File: src/rtl/idma_sync_256b_noc_req_pkg.sv
// Shared NoC flit layout and engine state encoding for the iDMA requester
// and its responder.
package idma_noc_pkg;

  // Header flit field positions
  localparam int RW_POS         = 0;
  localparam int COOR_START_POS = 2;
  localparam int BASE_START_POS = 56;
  localparam int LEN_START_POS  = 72;

  // Read configuration acknowledge bit (first config flit)
  localparam int CFG_ACK_POS = 0;

  // Write response bits
  localparam int         RESP_START_POS = 0;
  localparam int         RESP_WIDTH     = 2;
  localparam logic [1:0] RESP_OK        = 2'b11;

  typedef enum logic [2:0] {
    IDLE,
    HDR,
    RD_CFG1,
    RD_CFG2,
    RD_DATA,
    WR_DATA,
    WR_RESP
  } state_t;

  // A write response is good only with both response bits set and last=1.
  function automatic logic resp_ok(input logic [RESP_WIDTH-1:0] resp,
                                   input logic                  last);
    return (resp == RESP_OK) && last;
  endfunction

endpackage

File: src/rtl/idma_sync_256b_noc_req_if.sv
// Command, write-source, read-sink, NoC and status signals of the
// iDMA NoC requester, bundled as one interface.
interface idma_sync_256b_noc_req_if #(
  parameter int DATA_WIDTH = 256,
  parameter int COOR_WIDTH = 4,
  parameter int BASE_WIDTH = 16,
  parameter int LEN_WIDTH  = 20
);

  // Command
  logic                  cmd_valid;
  logic                  cmd_ready;
  logic                  cmd_rw;
  logic [COOR_WIDTH-1:0] cmd_coor;
  logic [BASE_WIDTH-1:0] cmd_offset;
  logic [LEN_WIDTH-1:0]  cmd_len;

  // Write data source
  logic                  wsrc_valid;
  logic [DATA_WIDTH-1:0] wsrc_data;
  logic                  wsrc_ready;

  // Read data sink
  logic                  rsink_valid;
  logic [DATA_WIDTH-1:0] rsink_data;
  logic                  rsink_last;
  logic                  rsink_ready;

  // NoC send / receive
  logic                  send_valid;
  logic [DATA_WIDTH-1:0] send_flit;
  logic                  send_last;
  logic                  send_ready;
  logic                  recv_valid;
  logic [DATA_WIDTH-1:0] recv_flit;
  logic                  recv_last;
  logic                  recv_ready;

  // Status
  logic                  busy;
  logic                  done;
  logic                  err;

  // Engine side
  modport master (
    input  cmd_valid, cmd_rw, cmd_coor, cmd_offset, cmd_len,
    output cmd_ready,
    input  wsrc_valid, wsrc_data,
    output wsrc_ready,
    output rsink_valid, rsink_data, rsink_last,
    input  rsink_ready,
    output send_valid, send_flit, send_last,
    input  send_ready,
    input  recv_valid, recv_flit, recv_last,
    output recv_ready,
    output busy, done, err
  );

  // Environment side (command issuer, data endpoints, NoC)
  modport slave (
    output cmd_valid, cmd_rw, cmd_coor, cmd_offset, cmd_len,
    input  cmd_ready,
    output wsrc_valid, wsrc_data,
    input  wsrc_ready,
    input  rsink_valid, rsink_data, rsink_last,
    output rsink_ready,
    input  send_valid, send_flit, send_last,
    output send_ready,
    output recv_valid, recv_flit, recv_last,
    input  recv_ready,
    input  busy, done, err
  );

endinterface

File: src/rtl/idma_sync_256b_noc_req_fwd_pipe.sv
// One-deep forward register slice: registers data and valid, keeps the
// output stable under backpressure and accepts a new word in the same cycle
// the held word drains.
module fwd_pipe #(
  parameter int DATA_W = 32
) (
  input  logic              clk,
  input  logic              rst_n,
  input  logic              in_valid,
  input  logic [DATA_W-1:0] in_data,
  output logic              in_ready,
  output logic              out_valid,
  output logic [DATA_W-1:0] out_data,
  input  logic              out_ready
);

  logic              valid_reg;
  logic [DATA_W-1:0] data_reg;

  assign in_ready  = !valid_reg || out_ready;
  assign out_valid = valid_reg;
  assign out_data  = data_reg;

  // Occupancy: fill on input handshake, empty when the held word drains.
  always_ff @(posedge clk) begin
    if (!rst_n) begin
      valid_reg <= 1'b0;
    end else if (in_valid && in_ready) begin
      valid_reg <= 1'b1;
    end else if (out_ready) begin
      valid_reg <= 1'b0;
    end
  end

  // Payload capture; held unchanged while stalled.
  always_ff @(posedge clk) begin
    if (in_valid && in_ready) begin
      data_reg <= in_data;
    end
  end

endmodule

File: src/rtl/idma_sync_256b_noc_req.sv
// iDMA NoC requester: turns a read/write command into a header flit plus
// write data on the NoC send port, and collects config/data/response flits
// from the NoC receive port.
module idma_sync_256b_noc_req
  import idma_noc_pkg::*;
#(
  parameter int DATA_WIDTH = 256,
  parameter int COOR_WIDTH = 4,
  parameter int BASE_WIDTH = 16,
  parameter int LEN_WIDTH  = 20
) (
  input logic                      clk,
  input logic                      rst_n,
  idma_sync_256b_noc_req_if.master bus
);

  state_t               state_reg, state_next;
  logic                 rw_reg, rw_next;
  logic [LEN_WIDTH-1:0] len_reg, len_next;
  logic [LEN_WIDTH-1:0] cnt_reg, cnt_next;
  logic                 done_reg, done_next;
  logic                 err_reg, err_next;

  logic                  cmd_ready;
  logic                  cnt_is_last;
  logic [DATA_WIDTH-1:0] hdr_flit;

  logic                  st_in_valid;
  logic [DATA_WIDTH:0]   st_in_data;
  logic                  st_in_ready;
  logic                  st_out_valid;
  logic [DATA_WIDTH:0]   st_out_data;

  logic wsrc_ready;
  logic recv_ready;
  logic rsink_valid;
  logic rsink_last;

  // Count wraps naturally; len-1 is the index of the final flit.
  assign cnt_is_last = (cnt_reg == (len_reg - LEN_WIDTH'(1)));

  // The header is pushed into the send stage in the accept cycle so it is
  // on the NoC one cycle later; the stage must be free to take it.
  assign cmd_ready = (state_reg == IDLE) && st_in_ready;

  // Header flit assembled directly from the command fields.
  always_comb begin
    hdr_flit                                    = '0;
    hdr_flit[RW_POS]                            = bus.cmd_rw;
    hdr_flit[COOR_START_POS +: COOR_WIDTH]      = bus.cmd_coor;
    hdr_flit[BASE_START_POS +: BASE_WIDTH]      = bus.cmd_offset;
    hdr_flit[LEN_START_POS  +: LEN_WIDTH]       = bus.cmd_len;
  end

  // Next-state, counters, stage input and handshake outputs.
  always_comb begin
    state_next  = state_reg;
    rw_next     = rw_reg;
    len_next    = len_reg;
    cnt_next    = cnt_reg;
    done_next   = 1'b0;
    err_next    = 1'b0;
    st_in_valid = 1'b0;
    st_in_data  = {1'b0, bus.wsrc_data};
    wsrc_ready  = 1'b0;
    recv_ready  = 1'b0;
    rsink_valid = 1'b0;
    rsink_last  = 1'b0;

    case (state_reg)
      IDLE: begin
        if (bus.cmd_valid && cmd_ready) begin
          rw_next  = bus.cmd_rw;
          len_next = bus.cmd_len;
          cnt_next = '0;
          if (bus.cmd_len == '0) begin
            done_next = 1'b1;
            err_next  = 1'b1;
          end else begin
            // Reads end the packet at the header, writes continue with data.
            st_in_valid = 1'b1;
            st_in_data  = {~bus.cmd_rw, hdr_flit};
            state_next  = HDR;
          end
        end
      end

      HDR: begin
        if (st_out_valid && bus.send_ready) begin
          state_next = rw_reg ? WR_DATA : RD_CFG1;
        end
      end

      RD_CFG1: begin
        recv_ready = 1'b1;
        if (bus.recv_valid) begin
          err_next   = !bus.recv_flit[CFG_ACK_POS];
          state_next = RD_CFG2;
        end
      end

      RD_CFG2: begin
        recv_ready = 1'b1;
        if (bus.recv_valid) begin
          state_next = RD_DATA;
        end
      end

      RD_DATA: begin
        rsink_valid = bus.recv_valid;
        recv_ready  = bus.rsink_ready;
        rsink_last  = cnt_is_last;
        if (bus.recv_valid && bus.rsink_ready) begin
          cnt_next = cnt_reg + LEN_WIDTH'(1);
          err_next = (bus.recv_last != cnt_is_last);
          if (cnt_is_last) begin
            cnt_next   = '0;
            done_next  = 1'b1;
            state_next = IDLE;
          end
        end
      end

      WR_DATA: begin
        st_in_valid = bus.wsrc_valid;
        st_in_data  = {cnt_is_last, bus.wsrc_data};
        wsrc_ready  = st_in_ready;
        if (bus.wsrc_valid && st_in_ready) begin
          cnt_next = cnt_reg + LEN_WIDTH'(1);
          if (cnt_is_last) begin
            cnt_next   = '0;
            state_next = WR_RESP;
          end
        end
      end

      WR_RESP: begin
        recv_ready = 1'b1;
        if (bus.recv_valid) begin
          done_next  = 1'b1;
          err_next   = !resp_ok(bus.recv_flit[RESP_START_POS +: RESP_WIDTH],
                                bus.recv_last);
          state_next = IDLE;
        end
      end

      default: begin
        state_next = IDLE;
      end
    endcase
  end

  // State, latched command and registered status pulses.
  always_ff @(posedge clk) begin
    if (!rst_n) begin
      state_reg <= IDLE;
      rw_reg    <= 1'b0;
      len_reg   <= '0;
      cnt_reg   <= '0;
      done_reg  <= 1'b0;
      err_reg   <= 1'b0;
    end else begin
      state_reg <= state_next;
      rw_reg    <= rw_next;
      len_reg   <= len_next;
      cnt_reg   <= cnt_next;
      done_reg  <= done_next;
      err_reg   <= err_next;
    end
  end

  fwd_pipe #(
    .DATA_W (DATA_WIDTH + 1)
  ) u_send_stage (
    .clk       (clk),
    .rst_n     (rst_n),
    .in_valid  (st_in_valid),
    .in_data   (st_in_data),
    .in_ready  (st_in_ready),
    .out_valid (st_out_valid),
    .out_data  (st_out_data),
    .out_ready (bus.send_ready)
  );

  assign bus.cmd_ready   = cmd_ready;
  assign bus.wsrc_ready  = wsrc_ready;
  assign bus.recv_ready  = recv_ready;
  assign bus.rsink_valid = rsink_valid;
  assign bus.rsink_data  = bus.recv_flit;
  assign bus.rsink_last  = rsink_last;
  assign bus.send_valid  = st_out_valid;
  assign bus.send_flit   = st_out_data[DATA_WIDTH-1:0];
  assign bus.send_last   = st_out_data[DATA_WIDTH];
  assign bus.busy        = (state_reg != IDLE);
  assign bus.done        = done_reg;
  assign bus.err         = err_reg;

endmodule

File: src/flat_wrapper.sv
// flat-port wrapper written by rule: the top's interface ports become plain ports
module idma_sync_256b_noc_req_flat import idma_noc_pkg::*;
#(
  parameter int DATA_WIDTH = 256,
  parameter int COOR_WIDTH = 4,
  parameter int BASE_WIDTH = 16,
  parameter int LEN_WIDTH  = 20
)
  (clk, rst_n, bus_cmd_valid, bus_cmd_rw, bus_cmd_coor, bus_cmd_offset, bus_cmd_len, bus_cmd_ready, bus_wsrc_valid, bus_wsrc_data, bus_wsrc_ready, bus_rsink_valid, bus_rsink_data, bus_rsink_last, bus_rsink_ready, bus_send_valid, bus_send_flit, bus_send_last, bus_send_ready, bus_recv_valid, bus_recv_flit, bus_recv_last, bus_recv_ready, bus_busy, bus_done, bus_err);
  idma_sync_256b_noc_req_if #(.DATA_WIDTH(DATA_WIDTH), .COOR_WIDTH(COOR_WIDTH), .BASE_WIDTH(BASE_WIDTH), .LEN_WIDTH(LEN_WIDTH)) bus_i ();
  input logic clk;
  input logic rst_n;
  input wire logic [$bits(bus_i.cmd_valid)-1:0] bus_cmd_valid;
  input wire logic [$bits(bus_i.cmd_rw)-1:0] bus_cmd_rw;
  input wire logic [$bits(bus_i.cmd_coor)-1:0] bus_cmd_coor;
  input wire logic [$bits(bus_i.cmd_offset)-1:0] bus_cmd_offset;
  input wire logic [$bits(bus_i.cmd_len)-1:0] bus_cmd_len;
  output wire logic [$bits(bus_i.cmd_ready)-1:0] bus_cmd_ready;
  input wire logic [$bits(bus_i.wsrc_valid)-1:0] bus_wsrc_valid;
  input wire logic [$bits(bus_i.wsrc_data)-1:0] bus_wsrc_data;
  output wire logic [$bits(bus_i.wsrc_ready)-1:0] bus_wsrc_ready;
  output wire logic [$bits(bus_i.rsink_valid)-1:0] bus_rsink_valid;
  output wire logic [$bits(bus_i.rsink_data)-1:0] bus_rsink_data;
  output wire logic [$bits(bus_i.rsink_last)-1:0] bus_rsink_last;
  input wire logic [$bits(bus_i.rsink_ready)-1:0] bus_rsink_ready;
  output wire logic [$bits(bus_i.send_valid)-1:0] bus_send_valid;
  output wire logic [$bits(bus_i.send_flit)-1:0] bus_send_flit;
  output wire logic [$bits(bus_i.send_last)-1:0] bus_send_last;
  input wire logic [$bits(bus_i.send_ready)-1:0] bus_send_ready;
  input wire logic [$bits(bus_i.recv_valid)-1:0] bus_recv_valid;
  input wire logic [$bits(bus_i.recv_flit)-1:0] bus_recv_flit;
  input wire logic [$bits(bus_i.recv_last)-1:0] bus_recv_last;
  output wire logic [$bits(bus_i.recv_ready)-1:0] bus_recv_ready;
  output wire logic [$bits(bus_i.busy)-1:0] bus_busy;
  output wire logic [$bits(bus_i.done)-1:0] bus_done;
  output wire logic [$bits(bus_i.err)-1:0] bus_err;
  assign bus_i.cmd_valid = bus_cmd_valid;
  assign bus_i.cmd_rw = bus_cmd_rw;
  assign bus_i.cmd_coor = bus_cmd_coor;
  assign bus_i.cmd_offset = bus_cmd_offset;
  assign bus_i.cmd_len = bus_cmd_len;
  assign bus_cmd_ready = bus_i.cmd_ready;
  assign bus_i.wsrc_valid = bus_wsrc_valid;
  assign bus_i.wsrc_data = bus_wsrc_data;
  assign bus_wsrc_ready = bus_i.wsrc_ready;
  assign bus_rsink_valid = bus_i.rsink_valid;
  assign bus_rsink_data = bus_i.rsink_data;
  assign bus_rsink_last = bus_i.rsink_last;
  assign bus_i.rsink_ready = bus_rsink_ready;
  assign bus_send_valid = bus_i.send_valid;
  assign bus_send_flit = bus_i.send_flit;
  assign bus_send_last = bus_i.send_last;
  assign bus_i.send_ready = bus_send_ready;
  assign bus_i.recv_valid = bus_recv_valid;
  assign bus_i.recv_flit = bus_recv_flit;
  assign bus_i.recv_last = bus_recv_last;
  assign bus_recv_ready = bus_i.recv_ready;
  assign bus_busy = bus_i.busy;
  assign bus_done = bus_i.done;
  assign bus_err = bus_i.err;
  idma_sync_256b_noc_req #(.DATA_WIDTH(DATA_WIDTH), .COOR_WIDTH(COOR_WIDTH), .BASE_WIDTH(BASE_WIDTH), .LEN_WIDTH(LEN_WIDTH)) u_core (.clk(clk), .rst_n(rst_n), .bus(bus_i));
endmodule
File: config.mk
export PLATFORM = sky130hd
export DESIGN_NAME = idma_sync_256b_noc_req_flat
export DESIGN_NICKNAME = d
export VERILOG_FILES = /design/src/rtl/idma_sync_256b_noc_req_pkg.sv /design/src/rtl/idma_sync_256b_noc_req_if.sv /design/src/rtl/idma_sync_256b_noc_req_fwd_pipe.sv /design/src/rtl/idma_sync_256b_noc_req.sv /design/src/flat_wrapper.sv
export SDC_FILE = /design/constraint.sdc
export NUM_CORES = 1
export LEC_CHECK = 0
export CAP_MARGIN = 30
export CORE_AREA = 2 2 417 419
export CTS_CLUSTER_SIZE = 28
export DETAILED_ROUTE_END_ITERATION = 10
export DIE_AREA = 0 0 419 421
export GPL_ROUTABILITY_DRIVEN = 0
export SLEW_MARGIN = 10
export SYNTH_ARGS = -nofsm -noshare
export SYNTH_HDL_FRONTEND = slang
export SYNTH_SLANG_ARGS = --single-unit
File: constraint.sdc
create_clock -name clk -period 12.6 [get_ports clk]
set_input_delay 1.26 -clock clk [delete_from_list [all_inputs] [get_ports clk]]
set_output_delay 1.26 -clock clk [all_outputs]
set_load 0.01 [all_outputs]
==> impl_metrics.env <==
export IMPL_tightest_slew_ps=1060
export IMPL_root_buffer="clkbuf_16"
export IMPL_total_leakage_power_nw=7.20
export IMPL_dp_cells=3868
export IMPL_clkTransAtPathRegs_ps=60
export IMPL_insertion_delay_ps=570
export IMPL_final_area_um2=22300
export IMPL_first_pass_iters=5
export IMPL_drive_gt1_share_pct=4.91
export IMPL_setup_tns_ps=0
export IMPL_core_area_um2=172000
export IMPL_syn_area_um2=14500
export IMPL_crit_buf_inv=3
export IMPL_fillers=19400
export IMPL_pre_cts_ws_ps=6690
export IMPL_final_nets=2146
export IMPL_cts_setup_buffers=0
export IMPL_crit_chain="clkdlybuf4s50_1 -> nor2b_1 -> nor2_1 -> nand2_1 -> nor2_4 -> a31oi_1 -> nor2_4 -> buf_4 -> buf_12"
export IMPL_setup_violations=0
export IMPL_synthCells=1265
export IMPL_path_max_fanout=138
export IMPL_synth_edf_count=257
export IMPL_crit_cells=9
export IMPL_whs_ps=515
export IMPL_timing_fmax_mhz=190
export IMPL_clk_path_buf_depth=3
export IMPL_avgSynthCellArea_um2=11.4
export IMPL_layout_setup_ws_ps=7330
export IMPL_drv_cap=0
export IMPL_cpMostUsedCell="nor2_4"
export IMPL_relSlewSlack_pct=29.6
export IMPL_p_sw_share_pct=33.8
export IMPL_cts_resized=0
export IMPL_cts_hold_buffers=0
export IMPL_synthToLayoutAreaGrowth_pct=54.3
export IMPL_grt_pass1_wl_um=111000
export IMPL_ios=1083
export IMPL_critPathTopFamily="simple AND/OR/NAND/NOR gates"
export IMPL_synthArstFlopShare_pct=0
export IMPL_wl_um=89600
export IMPL_antenna_left=0
export IMPL_synthFlopType="edfxtp_1"
export IMPL_p_int_mw=2.82
export IMPL_layoutNonFillerInstCount=3938
export IMPL_track_usage_pct=9.66
export IMPL_grt_max_degree=139
export IMPL_htree_levels=2
export IMPL_multiInputGateArea_um2=3680
export IMPL_cts_tree="done"
export IMPL_power_share_clock_pct=24.8
export IMPL_yosysUniqueCellTypes=60
export IMPL_finClkSkew_ps=24.9
export IMPL_finalPower_mw=4.26
export IMPL_grt_pass1_vias=10300
export IMPL_vias=10500
export IMPL_ys_ff_latch=304
export IMPL_seqPwrFrac_pct=38.8
export IMPL_overflow=0
export IMPL_drc=0
export IMPL_required_ps=12770
export IMPL_worstRegToRegCells=8
export IMPL_maxSlewViolCount=0
export IMPL_hpwl_um=76200
export IMPL_cts_sinks=304
export IMPL_path_class="input port to flip-flop"
export IMPL_die_h_um=421
export IMPL_hold_viol_final=0
export IMPL_wl_per_cell_um=22.8
export IMPL_drtIter0Drc=616
export IMPL_critical_path_max_stage_delay_ps=830
export IMPL_worstPathArrival_ps=5430
export IMPL_rows=153
export IMPL_largest_reg_flops=257
export IMPL_fin_crit_sh_pct=41.8
export IMPL_period_needed_ps=5270
export IMPL_die_area_um2=176000
export IMPL_end_kind="flip-flop"
export IMPL_dieWidth_um=419
export IMPL_avgViaCountPerCell=2.67
export IMPL_crit_slowest_cell="nor2_4"
export IMPL_port_buffers=574
export IMPL_layout_common_cells="clkdlybuf4s50_1, edfxtp_1, and2_1"
export IMPL_start_util_pct=8.38
export IMPL_p_switching_mw=1.44
export IMPL_powerDensity_nw_per_um2=191
export IMPL_antenna_found_initial=24
export IMPL_register_area_um2=8660
export IMPL_startpoint_type="input port"
export IMPL_synth_seq_area_share_pct=59.9
export IMPL_final_util_pct=12.9
export IMPL_status="completed"
export IMPL_place_area_um2=21100
export IMPL_rsz0062_at_grt="false"
export IMPL_combPwrFrac_pct=36.4
export IMPL_ir_drop_v=0.000147
export IMPL_cts_made_buffers=37
export IMPL_syn_nets=1828
export IMPL_ys_warn_count=0
export IMPL_min_path_type="flip-flop to flip-flop"
export IMPL_final_common_cell="clkdlybuf4s50_1"
export IMPL_hold_depth=2
final timing paths:
check	start	to	slack (ps)
max reg2reg	u_core.state_reg[0]	u_core.u_send_stage.out_data[134]	7740
min reg2reg	u_core.rw_reg	u_core.rw_reg	520
max	bus_send_ready	u_core.u_send_stage.out_data[134]	7330
min	u_core.rw_reg	u_core.rw_reg	520
cell type report:
cell class / instances / area share [%]
Sequential cell: 304 / 38.8
Clock inverter: 22 / 0.847
Antenna cell: 3 / 0.0337
Multi-Input combinational cell: 646 / 16.5
Tap cell: 2325 / 13.0
Clock buffer: 44 / 4.31
Timing Repair Buffer: 586 / 26.3
Inverter: 8 / 0.135
power groups by stage:
stage | logic [mW] | registers, mW | clock network [mW]
floorplan | 0.606 | 1.82 | 0
global placement | 1.57 | 1.67 | 0
detailed placement | 1.59 | 1.67 | 0
CTS | 1.59 | 1.66 | 1.11
global route | 1.66 | 1.68 | 1.14
finish | 1.55 | 1.65 | 1.06
cells in the mapped netlist (3+ instances only):
| library cell | instances | area, um2 |
|---|---|---|
| and2_1 | 217 | 1360 |
| or4b_1 | 3 | 30.0 |
| a31oi_1 | 6 | 37.5 |
| nand2_1 | 179 | 672 |
| nor4_1 | 6 | 37.5 |
| inv_1 | 7 | 26.3 |
| xor2_1 | 17 | 149 |
| nand3_1 | 8 | 40.0 |
| or4_1 | 4 | 30.0 |
| nor2_1 | 40 | 150 |
| nand3b_1 | 5 | 37.5 |
| xnor2_1 | 18 | 158 |
| o21ai_1 | 3 | 15.0 |
| dfxtp_1 | 47 | 941 |
| nor3_1 | 14 | 70.1 |
| buf_4 | 256 | 1920 |
| nor4b_1 | 3 | 26.3 |
| o211ai_1 | 3 | 22.5 |
| clkbuf_1 | 47 | 176 |
| and3_1 | 6 | 37.5 |
| a21oi_1 | 35 | 175 |
| nand4_1 | 9 | 56.3 |
| nand2b_1 | 7 | 43.8 |
| o21ai_0 | 18 | 90.1 |
| nor2b_1 | 4 | 25.0 |
| edfxtp_1 | 257 | 7720 |
| o22ai_1 | 4 | 25.0 |
worst register-to-register path: stages (launching register included):
cell,delay (ps)
dfxtp_1,500
or3_1,450
nor2_1,160
nand2_1,540
nor2_4,830
a31oi_1,190
nor2_4,140
buf_4,740
buf_12,510
logic make-up (layout without fill, tap and decap cells):
kind of cell,Yosys count,after routing,synth area share [%]
AO/OA/AOI/OAI,91,91,3.88
XOR/XNOR,35,35,2.12
adder cells (fa/ha/maj),2,2,0.173
buffers and inverters,315,660,14.9
flip-flops,304,304,59.9
multiplexers,2,2,0.147
other,0,3,0
AND/OR/NAND/NOR,516,516,18.9
routing by layer:
metal | GRT usage, % | wire (um) | vias up
met5 | 0 | 156 | -
met4 | 6.19 | 6170 | 22
met3 | 5.68 | 12200 | 247
met2 | 18.9 | 49500 | 685
met1 | 6.62 | 21600 | 4888
li1 | - | - | 4664
No activity file was read; power rests on OpenSTA's default activity.
